<file path="src/rtl/vga_compositor.sv">
// Composites text and graphics palette indices into a registered 24-bit VGA pixel,
// with shadowed window/mode registers, colour-key transparency and a blinking text cursor.
module vga_compositor #(
    parameter int PAL_BITS     = 4,
    parameter int COLOR_W      = 8,
    parameter int X_W          = 10,
    parameter int Y_W          = 9,
    parameter int CELL_W_LOG2  = 3,
    parameter int CELL_H_LOG2  = 4,
    parameter int MEM_LAT      = 1,
    parameter int BLINK_FRAMES = 30
) (
    input  logic                   clk,
    input  logic                   rst_n,
    input  logic [X_W-1:0]         xloc,
    input  logic [Y_W-1:0]         yloc,
    input  logic [PAL_BITS-1:0]    text_pal_i,
    input  logic [PAL_BITS-1:0]    graph_pal_i,
    output logic [X_W-1:0]         graph_x_o,
    output logic [Y_W-1:0]         graph_y_o,
    input  logic                   reg_we_i,
    input  logic [2:0]             reg_addr_i,
    input  logic [15:0]            reg_wdata_i,
    input  logic                   pal_we_i,
    input  logic [PAL_BITS-1:0]    pal_addr_i,
    input  logic [3*COLOR_W-1:0]   pal_data_i,
    output logic                   frame_start_o,
    output logic [COLOR_W-1:0]     VGA_R,
    output logic [COLOR_W-1:0]     VGA_G,
    output logic [COLOR_W-1:0]     VGA_B
);
    localparam int PAL_N = 1 << PAL_BITS;
    localparam int RGB_W = 3 * COLOR_W;
    localparam int CNT_W = (BLINK_FRAMES > 1) ? $clog2(BLINK_FRAMES) : 1;
    localparam int REPS  = (COLOR_W + PAL_BITS - 1) / PAL_BITS;

    typedef struct packed {
        logic valid;
        logic full;
        logic win;
        logic hit;
    } flags_t;

    // Grey ramp: the index repeated MSB-first until the channel is filled.
    function automatic logic [COLOR_W-1:0] grey(input int unsigned idx);
        logic [REPS*PAL_BITS-1:0] rep;
        rep = {REPS{PAL_BITS'(idx)}};
        return rep[REPS*PAL_BITS-1 -: COLOR_W];
    endfunction

    logic [1:0]          mode_s_q, mode_q;
    logic [X_W-1:0]      win_x_s_q, win_x_q, win_w_s_q, win_w_q;
    logic [Y_W-1:0]      win_y_s_q, win_y_q, win_h_s_q, win_h_q;
    logic                key_en_q, cur_en_q;
    logic [PAL_BITS-1:0] key_q, cur_idx_q;
    logic [7:0]          cur_row_q, cur_col_q;
    logic                prev_origin_q;
    logic [CNT_W-1:0]    frame_cnt_q, frame_cnt_d;
    logic                blink_phase_q, blink_phase_d;
    logic [RGB_W-1:0]    pal_q [PAL_N];
    flags_t              dly_q [MEM_LAT];
    flags_t              flags_d, aligned;
    logic [RGB_W-1:0]    rgb_q, rgb_d;
    logic [PAL_BITS-1:0] sel_idx_d;

    logic                at_origin, in_win, keyed, cell_hit, bottom_rows;
    logic [X_W:0]        x_end;
    logic [Y_W:0]        y_end;
    logic [X_W-1:0]      cell_x;
    logic [Y_W-1:0]      cell_y;

    assign at_origin     = (xloc == '0) && (yloc == '0);
    assign frame_start_o = at_origin && !prev_origin_q;

    assign x_end  = {1'b0, win_x_q} + {1'b0, win_w_q};
    assign y_end  = {1'b0, win_y_q} + {1'b0, win_h_q};
    assign in_win = (xloc >= win_x_q) && ({1'b0, xloc} < x_end) &&
                    (yloc >= win_y_q) && ({1'b0, yloc} < y_end);

    assign cell_x      = xloc >> CELL_W_LOG2;
    assign cell_y      = yloc >> CELL_H_LOG2;
    assign bottom_rows = yloc[CELL_H_LOG2-1:0] >= CELL_H_LOG2'((1 << CELL_H_LOG2) - 2);
    assign cell_hit    = (32'(cell_x) == 32'(cur_col_q)) && (32'(cell_y) == 32'(cur_row_q));

    always_comb begin
        graph_x_o = '0;
        graph_y_o = '0;
        if (mode_q == 2'd1) begin
            graph_x_o = xloc;
            graph_y_o = yloc;
        end else if (mode_q == 2'd2 && in_win) begin
            graph_x_o = xloc - win_x_q;
            graph_y_o = yloc - win_y_q;
        end
    end

    always_comb begin
        flags_d.valid = 1'b1;
        flags_d.full  = (mode_q == 2'd1);
        flags_d.win   = (mode_q == 2'd2) && in_win;
        flags_d.hit   = cur_en_q && blink_phase_q && cell_hit && bottom_rows;
    end

    always_comb begin
        frame_cnt_d   = frame_cnt_q;
        blink_phase_d = blink_phase_q;
        if (frame_start_o) begin
            if (frame_cnt_q == CNT_W'(BLINK_FRAMES - 1)) begin
                frame_cnt_d   = '0;
                blink_phase_d = ~blink_phase_q;
            end else begin
                frame_cnt_d = frame_cnt_q + 1'b1;
            end
        end
    end

    // Flags were captured MEM_LAT cycles ago, so they line up with the memory indices now.
    assign aligned = dly_q[MEM_LAT-1];
    assign keyed   = key_en_q && (graph_pal_i == key_q);

    always_comb begin
        sel_idx_d = text_pal_i;
        if (aligned.full || (aligned.win && !keyed))
            sel_idx_d = graph_pal_i;
        else if (aligned.hit)
            sel_idx_d = cur_idx_q;
        rgb_d = aligned.valid ? pal_q[sel_idx_d] : '0;
    end

    always_ff @(posedge clk or negedge rst_n) begin
        if (!rst_n) begin
            mode_s_q  <= '0;  mode_q  <= '0;
            win_x_s_q <= '0;  win_x_q <= '0;
            win_y_s_q <= '0;  win_y_q <= '0;
            win_w_s_q <= '0;  win_w_q <= '0;
            win_h_s_q <= '0;  win_h_q <= '0;
            key_en_q  <= 1'b0;
            key_q     <= '0;
            cur_row_q <= '0;
            cur_col_q <= '0;
            cur_en_q  <= 1'b0;
            cur_idx_q <= '1;
        end else begin
            // Active copies take the pre-write staging value even if a write lands this cycle.
            if (frame_start_o) begin
                mode_q  <= mode_s_q;
                win_x_q <= win_x_s_q;
                win_y_q <= win_y_s_q;
                win_w_q <= win_w_s_q;
                win_h_q <= win_h_s_q;
            end
            if (reg_we_i) begin
                case (reg_addr_i)
                    3'd0: mode_s_q  <= reg_wdata_i[1:0];
                    3'd1: win_x_s_q <= reg_wdata_i[X_W-1:0];
                    3'd2: win_y_s_q <= reg_wdata_i[Y_W-1:0];
                    3'd3: win_w_s_q <= reg_wdata_i[X_W-1:0];
                    3'd4: win_h_s_q <= reg_wdata_i[Y_W-1:0];
                    3'd5: begin
                        key_en_q <= reg_wdata_i[PAL_BITS];
                        key_q    <= reg_wdata_i[PAL_BITS-1:0];
                    end
                    3'd6: begin
                        cur_row_q <= reg_wdata_i[15:8];
                        cur_col_q <= reg_wdata_i[7:0];
                    end
                    default: begin
                        cur_en_q  <= reg_wdata_i[PAL_BITS];
                        cur_idx_q <= reg_wdata_i[PAL_BITS-1:0];
                    end
                endcase
            end
        end
    end

    always_ff @(posedge clk or negedge rst_n) begin
        if (!rst_n) begin
            prev_origin_q <= 1'b0;
            frame_cnt_q   <= '0;
            blink_phase_q <= 1'b0;
            rgb_q         <= '0;
            for (int unsigned i = 0; i < MEM_LAT; i++)
                dly_q[i] <= '0;
        end else begin
            prev_origin_q <= at_origin;
            frame_cnt_q   <= frame_cnt_d;
            blink_phase_q <= blink_phase_d;
            rgb_q         <= rgb_d;
            dly_q[0]      <= flags_d;
            for (int unsigned i = 1; i < MEM_LAT; i++)
                dly_q[i] <= dly_q[i-1];
        end
    end

    always_ff @(posedge clk or negedge rst_n) begin
        if (!rst_n) begin
            for (int unsigned i = 0; i < PAL_N; i++)
                pal_q[i] <= {3{grey(i)}};
        end else if (pal_we_i) begin
            pal_q[pal_addr_i] <= pal_data_i;
        end
    end

    assign VGA_R = rgb_q[RGB_W-1 -: COLOR_W];
    assign VGA_G = rgb_q[2*COLOR_W-1 -: COLOR_W];
    assign VGA_B = rgb_q[COLOR_W-1:0];
endmodule

</file>
<file path="config.mk">
export PLATFORM = sky130hd
export DESIGN_NAME = vga_compositor
export DESIGN_NICKNAME = d
export VERILOG_FILES = /design/src/rtl/vga_compositor.sv
export SDC_FILE = /design/constraint.sdc
export NUM_CORES = 1
export LEC_CHECK = 0
export CORE_ASPECT_RATIO = 0.75
export CORE_MARGIN = 2
export CORE_UTILIZATION = 45
export DETAILED_ROUTE_END_ITERATION = 6
export PLACE_DENSITY_LB_ADDON = 0.08
export SLEW_MARGIN = 20
export SYNTH_ARGS = -nofsm -noshare
export SYNTH_HDL_FRONTEND = slang
export SYNTH_SLANG_ARGS = --single-unit
</file>
<file path="constraint.sdc">
create_clock -name clk -period 4.8 [get_ports clk]
set_clock_uncertainty 0.2 [all_clocks]
set_input_delay 0.96 -clock clk [delete_from_list [all_inputs] [get_ports clk]]
set_output_delay 0.96 -clock clk [all_outputs]
set_load 0.05 [all_outputs]
</file>
==> metrics.txt <==
Top Ports=122; worst-path fanout max=10; fillers=around 5000; RR Endpoint=aligned[1]; clock root buffer master=clkbuf_16; worst slew pin tran=between 0.9 and 1 ns; hold_ws=slightly above 0.2 ns; Area Growth Syn to Fin=17.8%; sequential area share after synthesis=50.9%; drt total wl=~70000 um; GRT Total Usage=around a quarter; ANT cells=0; Post-synth top cells=mux2_2 (382), dfrtp_1 (329), dfstp_2 (196); top cells by area, synth=dfrtp_1 (31%), dfstp_2 (20%), mux2_2 (16%), a211oi_1 (4.2%), mux2i_1 (2.9%); nets@finish=~2500; chip height=around 210 um; Setup crit start kind=register; Gate Count Post-Synth=~2200; critical path type=register to output pin; RSZ-0062 raised after global routing=true; DR vias=roughly 18000; number of flops mapped to enable cells by yosys=0; crit path capture type=output pin; Ys Warns=0; Worst Hold Class=input port to asynchronous set/reset pin; Final WS setup=-0.487 ns; Tmin final=around 5.3 ns; R2R depth=16; drt first pass iters=5; status=finished, violations left; CTS Buffer Depth=3; share of layout cells above drive strength 1=between 30% and 40%; WL/cell=22.5 um; DRC=0; total power=~12 mW; Initial Utilization=a little under half; ys async rst share=between 90% and 100%; Max Cap Viol=0; slowest stage cell, crit path=dfrtp_1; first-pass GRT wire length=about 110000 um; most numerous cell in the Yosys netlist=mux2_2; detailed placement HPWL=approximately 45000 um; largest net degree at the start of global routing=approximately 110; GR Overflow Total=0; Synth Flop Type=dfrtp_1; Leakage=~13 nW; fmax=0.189 GHz; setup TNS=-8.42 ns; vias in the first global route=around 18000; area of the core=slightly below 0.06 mm2; CTS tree=yes; multi-input logic area=about 0.012 mm2; Antenna Nets Post-Route=0; Worst Path Arrival=4.13 ns; Synth Area per Inst=between 10 and 15 um2; Peak VDD IR=around 0.27 mV; PortBufs=121; failing checks=negative setup slack; drt first-iter violations=around 1200; Final Hold Vio Count=0; top-area cell type share of the netlist area=approximately 31%; Via density=between 5 and 6; Mapped Area=0.0263 mm2; Clock Pin Slew Worst Setup and Hold Paths=about 0.07 ns; Design Area, Final=between 0.03 and 0.04 mm2; CP cell instances=ha_2, inv_2, fa_2, nor2b_1, o21ai_1, nand2_1, a21o_1, a21oi_2, xor2_1, ha_2, o21a_1, o21a_1, o211ai_1, a221o_1, o2111a_2, buf_8, a32o_2, buf_12; largest area contributor in the netlist=dfrtp_1; chip width=approximately 280 um; # hold bufs at CTS=0; initial antenna violation count=1; Yosys reg bits=around 530; Setup WS pre-CTS=-0.0925 ns; period utilization=110%; CTS Buf Count=54; reg-to-reg startpoint=win_h_q[0]; placed cell areas=0.0290 mm2; worst reg-to-reg setup slack=1.30 ns; Yosys cell types=between 50 and 60; Pwr per Cell Area=roughly 390 mW/mm2; register area=0.0134 mm2; worst rel slew slack=between 30% and 40%; syn_nets=between 2000 and 2500; FP Rows=76; final setup vio count=19; Clk Latency, worst-skew pair=roughly 0.61 ns; CP required=between 3 and 4 ns; max incr delay on CP=slightly below 0.4 ns; die area=approximately 0.060 mm2; Pins Over Slew Limit=0; Sink Count=between 500 and 600; CTS HTree Levels=2; GPL Wtd Cong=0.884
[cell type report]
class                           count  area share, %
Clock buffer                       82           4.99
Tap cell                          780           3.15
Sequential cell                   525           43.2
Multi-Input combinational cell   1367           38.3
Timing Repair Buffer              212           7.64
Inverter                          179           2.17
Clock inverter                     17          0.573
[through the flow]
| step | instances | utilization, % |
|---|---|---|
| after floorplan | 2244 | - |
| after global placement | 3057 | 50.4 |
| after detailed placement | 3057 | 50.4 |
| after CTS | 3161 | 53.7 |
| after global routing | 3162 | 53.8 |
| final | 3162 | 53.8 |
[worst max path at each step]
stage,start,to,slack (ns),cells past startpoint
after floorplan,win_x_q[0],graph_x_o[2],-0.07,14
after global placement,win_x_q[0],graph_x_o[8],-0.07,16
after detailed placement,win_x_q[0],graph_x_o[2],-0.09,16
after CTS,win_x_q[0],graph_x_o[8],-0.54,17
after global routing,win_h_q[0],graph_x_o[8],-0.67,18
final,win_h_q[0],graph_x_o[8],-0.49,18
[power breakdown]
group	switching, mW	internal, mW
sequential	0.394	5.61
clock	1.78	2.38
combinational	0.978	1.05
[flip-flops by register name (all words and copies together), names as in the netlist, 8 cells and up]
register / flops
cur_row_q: 8
win_x_s_q: 10
cur_col_q: 8
pal_q: 384
win_x_q: 10
win_y_s_q: 9
win_h_s_q: 9
rgb_q: 24
win_w_s_q: 10
win_w_q: 10
win_h_q: 9
win_y_q: 9
[cell families (layout without fill, tap and decap cells)]
logic type / Yosys count / after routing / share of synthesized area, %
buf+inv: 352 / 490 / 5.19
fa+ha+maj: 61 / 61 / 3.01
mux: 482 / 482 / 21.4
other cells: 1 / 1 / 0.0143
simple gates: 264 / 264 / 4.66
compound gates: 519 / 519 / 13.5
flops: 525 / 525 / 50.9
xor+xnor: 40 / 40 / 1.33
[per-layer routing]
layer	wire [um]	track usage (%)
met5	11	0
met4	1600	6.09
met2	30800	35.5
met3	3910	4.34
met1	34800	35.8
[critical path, delay by kind of cell (launching register included)]
kind / cells / cell delay (ns)
AO/OA/AOI/OAI: 9 / 1.73
buffers and inverters: 3 / 0.36
XOR/XNOR: 1 / 0.20
AND/OR/NAND/NOR: 2 / 0.15
adder cells (fa/ha/maj): 3 / 0.70
flip-flops: 1 / 0.39
[layout by cell type, fill, tap and decap left out, types with 9 or more instances in the layout]
| cell | instances |
|---|---|
| xor2_1 | 20 |
| mux2_2 | 382 |
| a211o_1 | 25 |
| nor2_1 | 30 |
| a21oi_1 | 21 |
| clkbuf_1 | 19 |
| clkdlybuf4s50_1 | 100 |
| ha_1 | 54 |
| nor2b_1 | 10 |
| dfstp_2 | 196 |
| clkbuf_8 | 9 |
| buf_12 | 39 |
| o2111ai_1 | 26 |
| o21ai_0 | 139 |
| inv_1 | 177 |
| o211ai_1 | 76 |
| nand4_1 | 11 |
| o22ai_1 | 26 |
| clkbuf_16 | 54 |
| buf_4 | 69 |
| a22o_4 | 16 |
| nand2b_1 | 9 |
| xnor2_1 | 20 |
| mux4_2 | 19 |
| a211oi_1 | 146 |
| nand2_1 | 140 |
| dfrtp_1 | 329 |
| nor3_1 | 9 |
| mux2i_1 | 73 |
| clkinv_2 | 11 |
[timing repair]
item,in CTS,in global routing
setup buffers,4,2
setup endpoints to repair,19,19
pin swaps,8,21
resized for setup,27,14
gates cloned,1,0
No activity file was read; power rests on OpenSTA's default activity.
